File: src/rtl/fifo_reader.sv
// Drain-side reader for a registered-read FIFO: pops words, absorbs the one-cycle
// read latency in a 2-entry skid buffer, and presents them on a valid/ready stream.
// Optional delivered-word counter is enabled by defining FIFO_READER_COUNT_EN.
//
// state | meaning
// EMPTY | no buffered word, m_valid_o low
// ONE   | head holds the next word
// TWO   | head and tail both hold words, tail is the younger one
module fifo_reader #(
    parameter int width = 8
) (
    input  logic             clk_i,
    input  logic             reset_i,
    input  logic             fifo_empty_i,
    input  logic [width-1:0] fifo_dout_i,
    output logic             fifo_rd_en_o,
    output logic             m_valid_o,
    output logic [width-1:0] m_data_o,
    input  logic             m_ready_i,
    output logic [31:0]      count_o
);

    typedef enum logic [1:0] {
        EMPTY = 2'd0,
        ONE   = 2'd1,
        TWO   = 2'd2
    } occ_e;

    occ_e             state_q, state_d;
    logic             inflight_q;
    logic [width-1:0] head_q, head_d;
    logic [width-1:0] tail_q, tail_d;
    logic             pop;
    logic [1:0]       occ;
    logic [1:0]       level;

    assign occ       = state_q;
    assign m_valid_o = (state_q != EMPTY);
    assign m_data_o  = head_q;
    assign pop       = m_valid_o & m_ready_i;

    // Occupancy once this edge's pop and arrival are applied; bounded to 0..2
    // because a pop is only requested while this stays below 2.
    assign level = occ + {1'b0, inflight_q} - {1'b0, pop};

    assign fifo_rd_en_o = !fifo_empty_i && !reset_i && (level < 2'd2);

    always_comb begin
        state_d = state_q;
        head_d  = head_q;
        tail_d  = tail_q;

        case (level)
            2'd0:    state_d = EMPTY;
            2'd1:    state_d = ONE;
            default: state_d = TWO;
        endcase

        if (pop && (state_q == TWO)) begin
            head_d = tail_q;
        end

        if (inflight_q) begin
            if ((state_q == EMPTY) || ((state_q == ONE) && pop)) begin
                head_d = fifo_dout_i;
            end else begin
                tail_d = fifo_dout_i;
            end
        end
    end

    always_ff @(posedge clk_i) begin
        if (reset_i) begin
            state_q    <= EMPTY;
            inflight_q <= 1'b0;
            head_q     <= '0;
            tail_q     <= '0;
        end else begin
            state_q    <= state_d;
            inflight_q <= fifo_rd_en_o;
            head_q     <= head_d;
            tail_q     <= tail_d;
        end
    end

`ifdef FIFO_READER_COUNT_EN
    logic [31:0] count_q;

    always_ff @(posedge clk_i) begin
        if (reset_i) begin
            count_q <= '0;
        end else if (pop) begin
            count_q <= count_q + 32'd1;
        end
    end

    assign count_o = count_q;
`else
    assign count_o = '0;
`endif

endmodule

File: config.mk
export PLATFORM = sky130hd
export DESIGN_NAME = fifo_reader
export DESIGN_NICKNAME = d
export VERILOG_FILES = /design/src/rtl/fifo_reader.sv
export SDC_FILE = /design/constraint.sdc
export NUM_CORES = 1
export LEC_CHECK = 0
export CORE_MARGIN = 4
export CORE_UTILIZATION = 45
export DETAILED_ROUTE_END_ITERATION = 8
export DONT_BUFFER_PORTS = 1
export HOLD_SLACK_MARGIN = 0.02
export PLACE_DENSITY = 0.65
export SKIP_CTS_REPAIR_TIMING = 1
export SLEW_MARGIN = 20
export SYNTH_ARGS = -nofsm -noshare
export SYNTH_HDL_FRONTEND = slang
export SYNTH_SLANG_ARGS = --single-unit
File: constraint.sdc
create_clock -name clk_i -period 2.1 [get_ports clk_i]
set_clock_uncertainty 0.1 [all_clocks]
set_input_delay 0.105 -clock clk_i [delete_from_list [all_inputs] [get_ports clk_i]]
set_output_delay 0.105 -clock clk_i [all_outputs]
set_load 0.02 [all_outputs]
==> flow_summary.toml <==
[status]
outcome = "complete, but fails checks"
violated_checks = "hold timing"

[timing]
finalCritPeriodShare_pct = 94.5
worst_hold_slack_ns = -0.0257
timing_hold_violations_final = 2
final-max-slew-violation-count = 0
maxClockFrequency_ghz = 0.504
worst_slew_pin_tran_ns = 0.735
post-route-worst-setup-slack_ns = 0.116
max-slew-margin-rel_pct = 50.9
setup_viol = 0
period_minus_slack_ns = 1.98

[global_routing]
antenna_found_initial = 0
global_route_wire_length_before_repair_mm = 3.40
grt_max_degree = 29
vias_in_the_first_global_route = 715
groute.usage.overall_pct = 13.1
overflow = 0

[route]
met2_wire_length_mm = 1.15
first_pass_iters = 4
wl_per_cell_um = 13.2
dr_wl_met3_um = 212
final_antenna_net_count = 0
drt-total-wl_mm = 2.24
detail_route.wirelength.met1_um = 859
via_per_inst = 4.88
detailroute.via_count = 829
highest_routed_layer = "met4"
route.detailed.drc = 0
drt-initial-drc-count = 17

[power_and_ir_drop]
max-vdd-ir-drop_mv = 0.542
sequential_power_share_pct = 56.2
power_switching_mw = 0.229
total_leakage_power_nw = 0.465
sw_frac_of_total_pct = 31.9
clock_power_share_pct = 25.7
internal_power_mw = 0.487
pwr-share-comb_pct = 18.1
power.density_cell_area_nw_per_um2 = 616

[worst_setup_path]
setup.worst_path.start_class = "register"
timing.critical_path.slowest_stage_cell = "sky130_fd_sc_hd__dfxtp_1"
timing.critical_path.required_ns = 1.89
worst_path_largest_cell_delay_ns = 0.41
endpoint_kind = "output pin"
critical_path.cell_chain = "nand3b_1, nand2_1, ha_1, nor3b_1, nor4_1, buf_4"
cp.buffers_inverters = 1
crit_path_max_fanout = 6
setup.worst_path.class = "register to output pin"
critical_path_s_top_delay_family = "simple AND/OR/NAND/NOR gates"
arrival_ns = 1.78

[job]
maxCapViolations = 0

[logic_synthesis]
netlist.top_cell.by_area = "sky130_fd_sc_hd__dfxtp_1"
gate_count_after_technology_mapping = 133
avgSynthCellArea_um2 = 8.53
synth.cell_area_um2 = 1130
synthesis_stage_register_bit_count = 19
synthDominantCellAreaShare_pct = 33.5
post_synth_num_cell_types = 23
synth.top_cells.by_area = "sky130_fd_sc_hd__dfxtp_1 34%, sky130_fd_sc_hd__buf_4 22%, sky130_fd_sc_hd__nand2b_1 10%"
synth.yosys.warnings = 0
synth-seq-area-share_pct = 33.5

[placed_design]
dp_slack_ns = 0.508
routabilityCongestion = 0.734
place.detailed.hpwl_mm = 1.57
numPortBuffers = 0
cell_total_after_placement = 156

[final_layout]
final_layout_size_suffix_gt1_share_pct = 6.34
instances_no_fill = 170
area_delta_synth_final_pct = 2.43
antenna_cells = 0
fin_nets = 156

[die]
horiz_die_dim_um = 58.2
chip_height_um = 58.2
initial_core_util_pct = 49.4
coreArea_um2 = 2300
rows = 17
die_footprint_um2 = 3390
top_level_ports = 54

[clock_network]
htree_levels = 1
sinks_on_the_clock_net = 19
cts-buffers-inserted = 3
clk_root_buffer_cell = "sky130_fd_sc_hd__clkbuf_4"
path_clk_slew_ns = 0.11
worstSkewPairLatency_ns = 0.30
tritoncts = "done"
clock_tree.buffer_depth = 2

[worst_hold_path]
holdCritPathClass = "input pin to register"
==> synthesized netlist by cell type <==
cell / count
sky130_fd_sc_hd__nor2b_1: 1
sky130_fd_sc_hd__nand2b_1: 19
sky130_fd_sc_hd__and3b_1: 1
sky130_fd_sc_hd__nor4_1: 2
sky130_fd_sc_hd__nor3b_1: 1
sky130_fd_sc_hd__clkbuf_1: 3
sky130_fd_sc_hd__dfxtp_1: 19
sky130_fd_sc_hd__nand3_1: 1
sky130_fd_sc_hd__nor4b_1: 1
sky130_fd_sc_hd__inv_1: 1
sky130_fd_sc_hd__clkbuf_2: 1
sky130_fd_sc_hd__a21boi_0: 2
sky130_fd_sc_hd__nor3_1: 8
sky130_fd_sc_hd__nand2_1: 17
sky130_fd_sc_hd__buf_2: 2
sky130_fd_sc_hd__a311oi_1: 8
sky130_fd_sc_hd__nand3b_1: 1
sky130_fd_sc_hd__or2_2: 1
sky130_fd_sc_hd__buf_4: 33
sky130_fd_sc_hd__mux2i_1: 8
sky130_fd_sc_hd__ha_1: 1
sky130_fd_sc_hd__conb_1: 1
sky130_fd_sc_hd__o21ba_2: 1
==> power by group through the flow <==
stage	Sequential (mW)	Clock, mW	Combinational, mW
6_report	0.402	0.184	0.130
5_1_grt	0.405	0.204	0.142
4_1_cts	0.403	0.191	0.106
3_5_place_dp	0.411	0	0.105
3_3_place_gp	0.411	0	0.104
2_1_floorplan	0.407	0	0.147
==> path summary, 6_finish.rpt <==
check,startpoint,slack [ns],end,depth (start not counted)
setup reg to reg,occ[0],0.53,occ[0],5
setup / recovery,occ[0],0.12,fifo_rd_en_o,6
hold / removal,fifo_dout_i[4],-0.03,m_data_o[4],2
hold reg to reg,tail_q[0],0.38,tail_q[0],2
==> routing by layer <==
metal	track usage, %	up-vias
met5	0	-
met4	5.63	0
met3	4.45	2
met2	22.1	42
met1	14.9	382
li1	-	403
==> cell usage in the layout (no fill, tap or decap) <==
master / netlist / routed
sky130_fd_sc_hd__nand2b_1: 19 / 19
sky130_fd_sc_hd__and3b_1: 1 / 1
sky130_fd_sc_hd__nor4_1: 2 / 2
sky130_fd_sc_hd__nor3b_1: 1 / 1
sky130_fd_sc_hd__nor4b_1: 1 / 1
sky130_fd_sc_hd__a311oi_1: 8 / 8
sky130_fd_sc_hd__dfxtp_1: 19 / 19
sky130_fd_sc_hd__nand2_1: 17 / 17
sky130_fd_sc_hd__nand3b_1: 1 / 1
sky130_fd_sc_hd__nor2b_1: 1 / 1
sky130_fd_sc_hd__o21ba_2: 1 / 1
sky130_fd_sc_hd__clkinv_2: 0 / 1
sky130_fd_sc_hd__clkbuf_4: 0 / 3
sky130_fd_sc_hd__a21boi_0: 2 / 2
sky130_fd_sc_hd__ha_1: 1 / 1
sky130_fd_sc_hd__mux2i_1: 8 / 8
sky130_fd_sc_hd__or2_2: 1 / 1
sky130_fd_sc_hd__conb_1: 1 / 32
sky130_fd_sc_hd__nor3_1: 8 / 8
sky130_fd_sc_hd__dlygate4sd3_1: 0 / 10
sky130_fd_sc_hd__inv_1: 1 / 1
sky130_fd_sc_hd__buf_4: 33 / 3
sky130_fd_sc_hd__nand3_1: 1 / 1
==> registers in the layout (all words and copies together) (netlist names) <==
register and count:
inflight_q 1, occ 2, m_data_o 8, tail_q 8
==> kinds of logic after synthesis <==
kind of cell / Yosys count / share of synthesized area [%]
buffers and inverters: 40 / 24.5
AND/OR/NAND/NOR: 53 / 25.1
multiplexers: 8 / 7.06
flip-flops: 19 / 33.5
AO/OA/AOI/OAI: 11 / 8.38
other: 1 / 0.330
adder cells (fa/ha/maj): 1 / 1.10
==> final cells by class <==
class	count	area [µm²]
inverters	1	3.75
multi-input cells	105	593
fillers	225	1130
clock inverters	1	5.00
repair buffers	13	123
flip-flops and latches	19	380
clock buffers	3	22.5
well taps	28	35.0
==> per-stage QoR <==
| step | power (mW) | TNS (ns) | area [µm²] | hold slack [ns] | utilization (%) |
|---|---|---|---|---|---|
| after floorplan | 0.555 | 0 | 1250 | 0.0837 | - |
| after global placement | 0.515 | 0 | 1030 | 0.0805 | 45.0 |
| after detailed placement | 0.517 | 0 | 1030 | 0.0823 | 45.0 |
| after CTS | 0.699 | 0 | 1060 | -0.246 | 46.2 |
| after global routing | 0.751 | -0.0633 | 1160 | 0.0246 | 50.6 |
| final | 0.716 | 0 | 1160 | -0.0257 | 50.6 |
No activity file was read; power rests on OpenSTA's default activity.
